===== config.mk =====
export PLATFORM = sky130hd
export DESIGN_NAME = cdb_arbiter_buffered
export DESIGN_NICKNAME = d
export VERILOG_FILES = /design/src/rtl/cdb_arbiter_buffered_pkg.sv /design/src/rtl/cdb_fu_fifo.sv /design/src/rtl/cdb_arbiter_buffered.sv
export SDC_FILE = /design/constraint.sdc
export NUM_CORES = 1
export LEC_CHECK = 0
export BUFFER_PORTS_ARGS = -buffer_cell sky130_fd_sc_hd__buf_2
export CORE_AREA = 2 2 259 261
export DETAILED_ROUTE_END_ITERATION = 8
export DIE_AREA = 0 0 261 263
export GPL_TIMING_DRIVEN = 0
export MAX_ROUTING_LAYER = met4
export SLEW_MARGIN = 20
export SYNTH_ARGS = -nofsm -noshare
export SYNTH_HDL_FRONTEND = slang
export SYNTH_HIERARCHICAL = 1
export SYNTH_SLANG_ARGS = --single-unit

===== constraint.sdc =====
create_clock -name clock -period 9.5 [get_ports clock]
set_input_delay 0.95 -clock clock [delete_from_list [all_inputs] [get_ports clock]]
set_output_delay 0.95 -clock clock [all_outputs]
set_load 0.02 [all_outputs]

===== src/rtl/cdb_arbiter_buffered_pkg.sv =====
// Shared definitions for the buffered common data bus: result payload layout,
// datapath widths and default sizing of the arbiter.
package cdb_arbiter_buffered_pkg;

    localparam int XLEN              = 32;
    localparam int ROB_TAG_W         = 5;
    localparam int FU_NUM_DEFAULT    = 5;
    localparam int CDB_WIDTH_DEFAULT = 2;
    localparam int BUF_DEPTH_DEFAULT = 2;

    // Result produced by a functional unit and broadcast on the CDB.
    typedef struct packed {
        logic [XLEN-1:0]      value;
        logic [ROB_TAG_W-1:0] ROB_tag;
    } result_t;

    // Width of an index into n items, never narrower than one bit.
    function automatic int idx_width(input int n);
        return (n > 1) ? $clog2(n) : 1;
    endfunction

endpackage


===== src/rtl/cdb_fu_fifo.sv =====
// One per-FU result FIFO. Push and pop may happen in the same cycle; the new
// entry lands behind the current head. The parent only pushes when count is
// below DEPTH and only pops when count is non-zero. Flush empties the FIFO and
// wins over any push or pop in the same cycle.
module cdb_fu_fifo
    import cdb_arbiter_buffered_pkg::*;
#(
    parameter  int DEPTH = BUF_DEPTH_DEFAULT,
    localparam int CNT_W = $clog2(DEPTH + 1)
) (
    input  logic             clock,
    input  logic             reset,
    input  logic             flush,
    input  logic             push,
    input  result_t          push_data,
    input  logic             pop,
    output result_t          head,
    output logic [CNT_W-1:0] count
);

    localparam int PTR_W = idx_width(DEPTH);

    result_t          mem [DEPTH];
    logic [PTR_W-1:0] rd_ptr;
    logic [PTR_W-1:0] wr_ptr;

    function automatic logic [PTR_W-1:0] ptr_inc(input logic [PTR_W-1:0] p);
        if (p == PTR_W'(DEPTH - 1)) begin
            return '0;
        end
        return p + 1'b1;
    endfunction

    // Pointer and occupancy bookkeeping; pointers wrap modulo DEPTH.
    always_ff @(posedge clock or posedge reset) begin
        if (reset) begin
            rd_ptr <= '0;
            wr_ptr <= '0;
            count  <= '0;
        end else if (flush) begin
            rd_ptr <= '0;
            wr_ptr <= '0;
            count  <= '0;
        end else begin
            if (push) begin
                wr_ptr <= ptr_inc(wr_ptr);
            end
            if (pop) begin
                rd_ptr <= ptr_inc(rd_ptr);
            end
            case ({push, pop})
                2'b10:   count <= count + 1'b1;
                2'b01:   count <= count - 1'b1;
                default: count <= count;
            endcase
        end
    end

    // Payload storage; contents are only meaningful below count, so no reset.
    always_ff @(posedge clock) begin
        if (push && !flush) begin
            mem[wr_ptr] <= push_data;
        end
    end

    assign head = mem[rd_ptr];

endmodule


===== src/rtl/cdb_arbiter_buffered.sv =====
// Multi-lane common data bus. Each FU writes results into its own small FIFO;
// a round-robin scan over the FIFO heads grants up to CDB_WIDTH of them per
// cycle and the winners are broadcast from registers one cycle later.
//
// Handshake: an FU result is taken at a rising edge exactly when fu_valid[i]
// and fu_ready[i] are both high in that cycle. fu_ready[i] comes only from the
// registered FIFO count, so it never depends on fu_valid or on a same-cycle
// pop. While fu_ready[i] is low the FU must hold fu_valid and fu_result.
module cdb_arbiter_buffered
    import cdb_arbiter_buffered_pkg::*;
#(
    parameter  int FU_NUM    = FU_NUM_DEFAULT,
    parameter  int CDB_WIDTH = CDB_WIDTH_DEFAULT,
    parameter  int BUF_DEPTH = BUF_DEPTH_DEFAULT,
    localparam int IDX_W     = idx_width(FU_NUM),
    localparam int CNT_W     = $clog2(BUF_DEPTH + 1)
) (
    input  logic                                 clock,
    input  logic                                 reset,
    input  logic                                 flush,
    input  logic    [FU_NUM-1:0]                 fu_valid,
    input  result_t [FU_NUM-1:0]                 fu_result,
    output logic    [FU_NUM-1:0]                 fu_ready,
    output logic    [CDB_WIDTH-1:0]              cdb_valid,
    output result_t [CDB_WIDTH-1:0]              cdb_result,
    output logic    [CDB_WIDTH-1:0][ROB_TAG_W-1:0] cdb_ROB_tag,
    output logic    [CDB_WIDTH-1:0][XLEN-1:0]    cdb_value,
    output logic    [CDB_WIDTH-1:0][IDX_W-1:0]   cdb_fu_idx
);

    result_t          fifo_head  [FU_NUM];
    logic [CNT_W-1:0] fifo_count [FU_NUM];
    logic [FU_NUM-1:0] fifo_push;
    logic [FU_NUM-1:0] fifo_empty;
    logic [FU_NUM-1:0] grant;

    logic [IDX_W-1:0]     rr_ptr;
    logic [IDX_W-1:0]     rr_next;
    logic [IDX_W:0]       scan_sum;
    logic [IDX_W-1:0]     scan_idx;
    logic [IDX_W-1:0]     last_idx;
    logic                 any_grant;
    logic [CDB_WIDTH-1:0] lane_valid;
    logic [IDX_W-1:0]     lane_idx [CDB_WIDTH];
    int                   taken;

    for (genvar i = 0; i < FU_NUM; i++) begin : g_fu
        assign fu_ready[i]   = (fifo_count[i] < CNT_W'(BUF_DEPTH));
        assign fifo_empty[i] = (fifo_count[i] == '0);
        assign fifo_push[i]  = fu_valid[i] & fu_ready[i];

        cdb_fu_fifo #(
            .DEPTH (BUF_DEPTH)
        ) u_fifo (
            .clock     (clock),
            .reset     (reset),
            .flush     (flush),
            .push      (fifo_push[i]),
            .push_data (fu_result[i]),
            .pop       (grant[i]),
            .head      (fifo_head[i]),
            .count     (fifo_count[i])
        );
    end

    // Round-robin scan from rr_ptr: the n-th non-empty FIFO found goes to lane n.
    // Each FIFO is visited once, so an FU never gets two lanes in one cycle.
    always_comb begin
        grant      = '0;
        lane_valid = '0;
        for (int k = 0; k < CDB_WIDTH; k++) begin
            lane_idx[k] = '0;
        end
        last_idx  = rr_ptr;
        any_grant = 1'b0;
        taken     = 0;
        scan_sum  = '0;
        scan_idx  = '0;
        for (int j = 0; j < FU_NUM; j++) begin
            scan_sum = {1'b0, rr_ptr} + (IDX_W + 1)'(j);
            if (scan_sum >= (IDX_W + 1)'(FU_NUM)) begin
                scan_sum = scan_sum - (IDX_W + 1)'(FU_NUM);
            end
            scan_idx = scan_sum[IDX_W-1:0];
            if (!fifo_empty[scan_idx] && (taken < CDB_WIDTH)) begin
                grant[scan_idx] = 1'b1;
                for (int k = 0; k < CDB_WIDTH; k++) begin
                    if (taken == k) begin
                        lane_valid[k] = 1'b1;
                        lane_idx[k]   = scan_idx;
                    end
                end
                last_idx  = scan_idx;
                any_grant = 1'b1;
                taken     = taken + 1;
            end
        end
    end

    // Next scan starts just past the last FU that won this cycle.
    assign rr_next = (last_idx == IDX_W'(FU_NUM - 1)) ? '0 : last_idx + 1'b1;

    // Broadcast registers and round-robin pointer; idle lanes carry all zeros.
    always_ff @(posedge clock or posedge reset) begin
        if (reset) begin
            rr_ptr     <= '0;
            cdb_valid  <= '0;
            cdb_result <= '0;
            cdb_fu_idx <= '0;
        end else if (flush) begin
            rr_ptr     <= '0;
            cdb_valid  <= '0;
            cdb_result <= '0;
            cdb_fu_idx <= '0;
        end else begin
            if (any_grant) begin
                rr_ptr <= rr_next;
            end
            cdb_valid <= lane_valid;
            for (int k = 0; k < CDB_WIDTH; k++) begin
                cdb_result[k] <= lane_valid[k] ? fifo_head[lane_idx[k]] : '0;
                cdb_fu_idx[k] <= lane_idx[k];
            end
        end
    end

    for (genvar k = 0; k < CDB_WIDTH; k++) begin : g_lane
        assign cdb_ROB_tag[k] = cdb_result[k].ROB_tag;
        assign cdb_value[k]   = cdb_result[k].value;
    end

endmodule


; ---- Word-level counts from Yosys, hierarchy flattened
; Memory sizes are Yosys's and may differ from the RTL's.
; Cells that the tools add are included.
[op_classes]
n_reduce_logical = 44
magnitude_cmp = 26
eq_ne = 15
mux = 173
n_bitwise = 11
addsub = 33
[ops]
columns = operator, n
row1 = binary-select mux 37 bit (select 3 bit), 2
row2 = 2-to-1 mux 37 bit, 6
row3 = "equality test 32 x 2 -> 1 bit, second input constant", 4
row4 = logical NOT 32 bit, 4
row5 = "less-than comparator 32 x 3 -> 1 bit, second input constant", 4
row6 = 2-to-1 mux 1 bit, 104
row7 = "adder 32 x 2 -> 32 bit, second input constant", 3
row8 = 2-to-1 mux 32 bit, 3
row9 = 2-to-1 mux 74 bit, 1
row10 = 2-to-1 mux 3 bit, 22
row11 = 2-to-1 mux 6 bit, 5
row12 = 2-to-1 mux 5 bit, 5
row13 = nonzero test 2 bit, 11
row14 = "less-than comparator 3 x 4 -> 1 bit, second input constant", 5
row15 = 2-to-1 mux 2 bit, 10
row16 = OR 5 bit, 4
row17 = one-hot mux 2 bit (2 select lines), 5
row18 = "greater-or-equal comparator 4 x 3 -> 1 bit, second input constant", 4
row19 = binary-select mux 1 bit (select 3 bit), 5
row20 = demux 1 bit (select 3 bit), 5
row21 = "greater-or-equal comparator 3 x 1 -> 1 bit, second input constant", 5
row22 = nonzero test 3 bit, 5
row23 = "subtractor 3 bit, second input constant", 5
row24 = logical AND 1 bit, 14
row25 = 17 further kinds, 61
[totals]
ramBits = 370
output_inout_bits = 161
memories = 5
ff_bits = 105
[memory_table]
columns = memory, words, word_bits, rd, rd_clocked_by_memory_dff, write_ports, line_no
row1 = g_fu[0].u_fifo.mem, 2, 37, 1, 0, 1, cdb_fu_fifo.sv:23  ; result_t mem [DEPTH];
row2 = g_fu[1].u_fifo.mem, 2, 37, 1, 0, 1, cdb_fu_fifo.sv:23
row3 = g_fu[2].u_fifo.mem, 2, 37, 1, 0, 1, cdb_fu_fifo.sv:23
row4 = g_fu[3].u_fifo.mem, 2, 37, 1, 0, 1, cdb_fu_fifo.sv:23
row5 = g_fu[4].u_fifo.mem, 2, 37, 1, 0, 1, cdb_fu_fifo.sv:23

; ---- Longest topological paths before layout
[logic_depth]
depth_word = 23
depth_mapped = 26
ltp_nobuf = 22

; ---- Hierarchy
; Netlist, hierarchy kept.
[by_module_without_submodules]
columns = module, cells_per_inst, area_each_um2, instances
row1 = cdb_fu_fifo, 135, 2967.8, 5
row2 = cdb_arbiter_buffered, 891, 7990.2, 1

; ---- Least setup slack after synthesis
; OpenSTA, ideal clock, no wires.
[synth_path]
path_kind = register -> register
start = reg rr_ptr[1]
end = reg cdb_result[43] in the netlist's numbering
arrival_time_ps = 5423
setup_time_ps = 118
path_stages_with_launch = 25
path_slack_ps = 3959
t_required_ps = 9382
period_less_slack_ps = 5541
path_cell_list = dfrtp_1 > buf_2 > inv_1 > ha_1 > buf_2 > buf_2 > a21o_1 > a2111oi_1 > a21o_1 > inv_2 > clkbuf_1 > ha_1 > inv_1 > nor2_1 > a221oi_4 > ha_1 > nor2_1 > o211ai_1 > o22ai_2 > mux2i_1 > buf_2 > buf_2 > mux2i_1 > o22ai_1 > a21o_1
[synth_between]
elab_chain_cells = 23
[synth_lines]
columns = item, line_no
row1 = from (decl), cdb_arbiter_buffered.sv:37  ; logic [IDX_W-1:0] rr_ptr;
row2 = from (signal assigned), cdb_arbiter_buffered.sv:117  ; rr_ptr <= rr_next;
row3 = subtractor 3 bit (tied with other cells), cdb_arbiter_buffered.sv:82  ; scan_sum = scan_sum - (IDX_W + 1)'(FU_NUM);
row4 = 2-to-1 mux 3 bit (tied with other cells), cdb_arbiter_buffered.sv:81  ; if (scan_sum >= (IDX_W + 1)'(FU_NUM)) begin
row5 = binary-select mux 1 bit (select 3 bit) / 2-to-1 mux 3 bit (equally long branches), "cdb_arbiter_buffered.sv:85, cdb_arbiter_buffered.sv:81"
row6 = 2-to-1 mux 1 bit (implied by the code) / binary-select mux 1 bit (select 3 bit) (equally long branches), cdb_arbiter_buffered.sv:85  ; if (!fifo_empty[scan_idx] && (taken < CDB_WIDTH)) begin
row7 = 2-to-1 mux 1 bit, cdb_arbiter_buffered.sv:85
row8 = less-than comparator 32 x 3 -> 1 bit / logical NOT 1 bit (equally long branches), cdb_arbiter_buffered.sv:85
row9 = logical AND 1 bit, cdb_arbiter_buffered.sv:85
row10 = 2-to-1 mux 32 bit, cdb_arbiter_buffered.sv:85
row11 = [... 6 more ...], -
row12 = less-than comparator 32 x 3 -> 1 bit / equality test 32 x 2 -> 1 bit (equally long branches), "cdb_arbiter_buffered.sv:85, cdb_arbiter_buffered.sv:88"
row13 = logical AND 1 bit / 2-to-1 mux 3 bit (equally long branches), "cdb_arbiter_buffered.sv:85, cdb_arbiter_buffered.sv:88"
row14 = 2-to-1 mux 6 bit, cdb_arbiter_buffered.sv:85
row15 = NOT 3 -> 4 bit (implied by the code), cdb_arbiter_buffered.sv:121  ; cdb_result[k] <= lane_valid[k] ? fifo_head[lane_idx[k]] : '0;
row16 = binary-select mux 37 bit (select 3 bit), cdb_arbiter_buffered.sv:121
row17 = 2-to-1 mux 37 bit (implied by the code) (2 in series), cdb_arbiter_buffered.sv:121
row18 = 2-to-1 mux 37 bit (*), cdb_arbiter_buffered.sv:121
row19 = 2-to-1 mux 74 bit (*), cdb_arbiter_buffered.sv:110  ; end else if (flush) begin
row20 = "to (signal, indexed assignment)", cdb_arbiter_buffered.sv:121
row21 = to (decl), cdb_arbiter_buffered.sv:25  ; output result_t [CDB_WIDTH-1:0] cdb_result,
; Mark *: on every way between the ends. The rest lies on a longest branch, timed or not. The select of a mux whose other input is x is not followed.
; A chain may end at the register's enable or synchronous reset.

; ---- Worst setup path in the final report
[layout_path]
start = reg rr_ptr[1]
end = reg cdb_result[65] in the netlist's numbering
; The elaborated chain is that of the path after synthesis.

==> impl_metrics.yaml <==
run_status:
  outcome: "completed"
timing:
  layout_min_cycle_time_ps: 7494
  drv_slew: 0
  worst_slew_pin_slew_ps: 892.7
  max_freq_ghz: 0.1334
  setup_tns_ps: 0
  setup_viol: 0
  rsz0062_at_grt: "false"
  hold_viol_final: 0
  skew_ps: 24.65
  slew_headroom_pct: 40.49
  min_period_over_period_pct: 78.89
synthesis:
  synth-edff-count: 370
  yosys.area.top_type: "edfxtp_1"
  yosys_register_bits: 475
  yosysSeqAreaShare_pct: 60.18
  yosys.cell_types.count: 82
  syn_nets: 1774
  netlist_instances: 1566
  ys_warn_count: 6
  async_flop_share_pct: 22.11
  synth_area_leaders: "edfxtp_1 49%, dfrtp_1 12%, mux2_4 6.6%, mux2_2 4.2%, mux2i_1 3.4%"
  synth-main-ff-cell: "edfxtp_1"
  syn_area_um2: 22830
  syn_area_per_cell_um2: 14.58
  netlist.area_leader.share_pct: 48.67
floorplanning:
  start_util_pct: 34.79
  die_area_um2: 68640
  fp.dieH_um: 263
  core.rowCount: 94
  die_x_um: 261
  fp.coreArea_um2: 65630
  pin_count: 354
clock_tree:
  cts_sinks: 475
  postCtsHoldBufs: 0
  postCtsSetupBuffers: 0
  cts_root_buffer: "clkbuf_16"
  cts_resized: 0
  cts_tree: "done"
  path_clk_slew_ps: 70
  clk_latency_ps: 590
  cts_made_buffers: 48
  h-tree-depth: 2
  clockBufferDepth: 3
detailed_routing:
  wl_per_cell_um: 24.83
  routed_via_density: 5.232
  via_count: 15250
  drt_pass1_iterations: 7
  postRouteAntennaNets: 0
  drc_errors: 0
  totalWireLength_um: 72360
  first_iter_violations: 1260
worst_setup_path:
  critPathKind: "flop to flop"
  critPathMostFrequentCell: "buf_2"
  critical-path-slowest-cell: "dfrtp_1"
  crit_chain: "buf_2 -> inv_1 -> ha_1 -> buf_2 -> buf_2 -> a21o_1 -> a2111oi_1 -> a21o_1 -> inv_2 -> clkbuf_1 -> ha_1 -> inv_1 -> nor2_1 -> a221oi_4 -> ha_1 -> nor2_1 -> o211ai_1 -> o22ai_2 -> mux2i_1 -> buf_2 -> buf_2 -> mux2i_1 -> o22ai_1 -> a21o_1"
  cpPeakStageDelay_ps: 560
  critPathCaptureType: "flop"
  arrival_ps: 7960
  worst_ep_required_time_ps: 9960
  cp_num_buf_inv: 9
  critical_path.max_fanout: 11
  cp-start-kind: "flop"
  path_delay_family: "compound AO/OA/AOI/OAI gates"
placement:
  place.detailed.hpwl_um: 56680
  port_buffers: 353
  gp_congestion: 0.8959
layout:
  drive_gt1_share_pct: 40.84
  fillers: 6089
  layout_commonest_cell: "buf_2"
  final_cell_mix: "385 x buf_2, 370 x edfxtp_1, 105 x dfrtp_1"
  syn_to_final_growth_pct: 21.21
  nets: 2204
global_routing:
  grt_pass1_wl_um: 103900
  antenna_found_initial: 24
  grt_usage_pct: 21.18
  first_global_vias: 15400
  grt_start_max_net_pins: 71
  grt_overflow: 0
hold_path:
  min_path_type: "input port to asynchronous set/reset pin"
job:
  maxCapViolCount: 0
==> worst paths after layout <==
path	from	endpoint	slack, ps	depth (start not counted)
min in group clock	fu_result[118]	g_fu[3].u_fifo/mem[0][7]$_DFFE_PP_	550	1
max in group asynchronous	reset	cdb_fu_idx[0]$_DFF_PP0_	8440	3
worst max register to register	rr_ptr[1]$_DFFE_PP0P_	cdb_result[65]$_DFF_PP0_	2010	24
worst min-delay path	reset	g_fu[4].u_fifo/rd_ptr$_DFFE_PP0P_	350	2
worst max-delay path	rr_ptr[1]$_DFFE_PP0P_	cdb_result[65]$_DFF_PP0_	2010	24
worst min register to register	g_fu[4].u_fifo/mem[1][11]$_DFFE_PP_	cdb_result[48]$_DFF_PP0_	580	2
==> kinds of logic (layout without fill, tap and decap cells) <==
| family | Yosys count | after routing | share of synthesized area (%) |
|---|---|---|---|
| flops | 475 | 475 | 60.18 |
| compound gates | 312 | 312 | 10.78 |
| simple gates | 283 | 283 | 7.185 |
| mux | 266 | 266 | 14.40 |
| buf+inv | 190 | 659 | 5.640 |
| xor+xnor | 25 | 25 | 0.9591 |
| fa+ha+maj | 15 | 15 | 0.8550 |
| other cells | 0 | 15 | 0 |
==> cell type report <==
class | instances | area, µm² | area share (%)
multi-input cells | 901 | 7843 | 28.34
well taps | 864 | 1081 | 3.907
plain buffers | 169 | 1209 | 4.368
flip-flops and latches | 475 | 13740 | 49.65
diodes | 15 | 37.54 | 0.1356
repair buffers | 380 | 2067 | 7.470
inverters | 21 | 83.83 | 0.3029
clock inverters | 27 | 297.8 | 1.076
clock buffers | 62 | 1315 | 4.752
==> cell usage after synthesis, types with 4 or more instances <==
library cell	n
edfxtp_1	370
dfrtp_1	105
mux2_4	101
mux2_2	86
buf_4	84
and3_1	81
a211o_1	78
mux2i_1	78
nor2_1	61
a21o_1	41
o22ai_1	40
a32o_1	38
buf_2	32
nand2_1	30
buf_6	29
a21oi_1	22
clkbuf_1	21
inv_1	19
o21ai_0	19
xnor2_1	19
nor3_1	16
ha_1	14
nor3b_1	14
and3b_1	12
nor2b_1	12
nand3_1	9
o21ai_1	9
and2_1	8
o211ai_1	7
a211oi_1	6
a31oi_1	6
nor3_2	6
or2_2	6
xor2_1	6
nor3b_2	5
nand2b_1	4
o32ai_1	4
==> sequential cells by signal, indices dropped and copies added, names as in the netlist <==
signal	count
rr_ptr	3
cdb_ROB_tag	10
cdb_fu_idx	6
g_fu.u_fifo/count	10
cdb_valid	2
g_fu.u_fifo/mem	370
g_fu.u_fifo/wr_ptr	5
g_fu.u_fifo/rd_ptr	5
cdb_result	64
==> layer usage <==
metal  global-route usage (%)  wire length, µm
met1                    28.08            31760
met2                    33.42            34110
met3                    3.611             4642
met4                    5.974             1839
met5                        -                0
==> per-stage QoR <==
stage | hold slack (ps) | cells | cell area [µm²] | util [%] | setup slack (ps)
floorplan | 516.7 | 1566 | 22830 | - | 3959
global placement | 536.1 | 2783 | 25680 | 39.13 | 2015
detailed placement | 573.6 | 2810 | 26010 | 39.64 | 2155
CTS | 314.2 | 2899 | 27630 | 42.10 | 2092
global route | 345.7 | 2912 | 27670 | 42.16 | 1660
finish | 349.8 | 2914 | 27670 | 42.16 | 2006
Power is left out: the tool's default activity adds up to more than one toggle a clock period on the data nets, which glitch-free logic cannot reach.
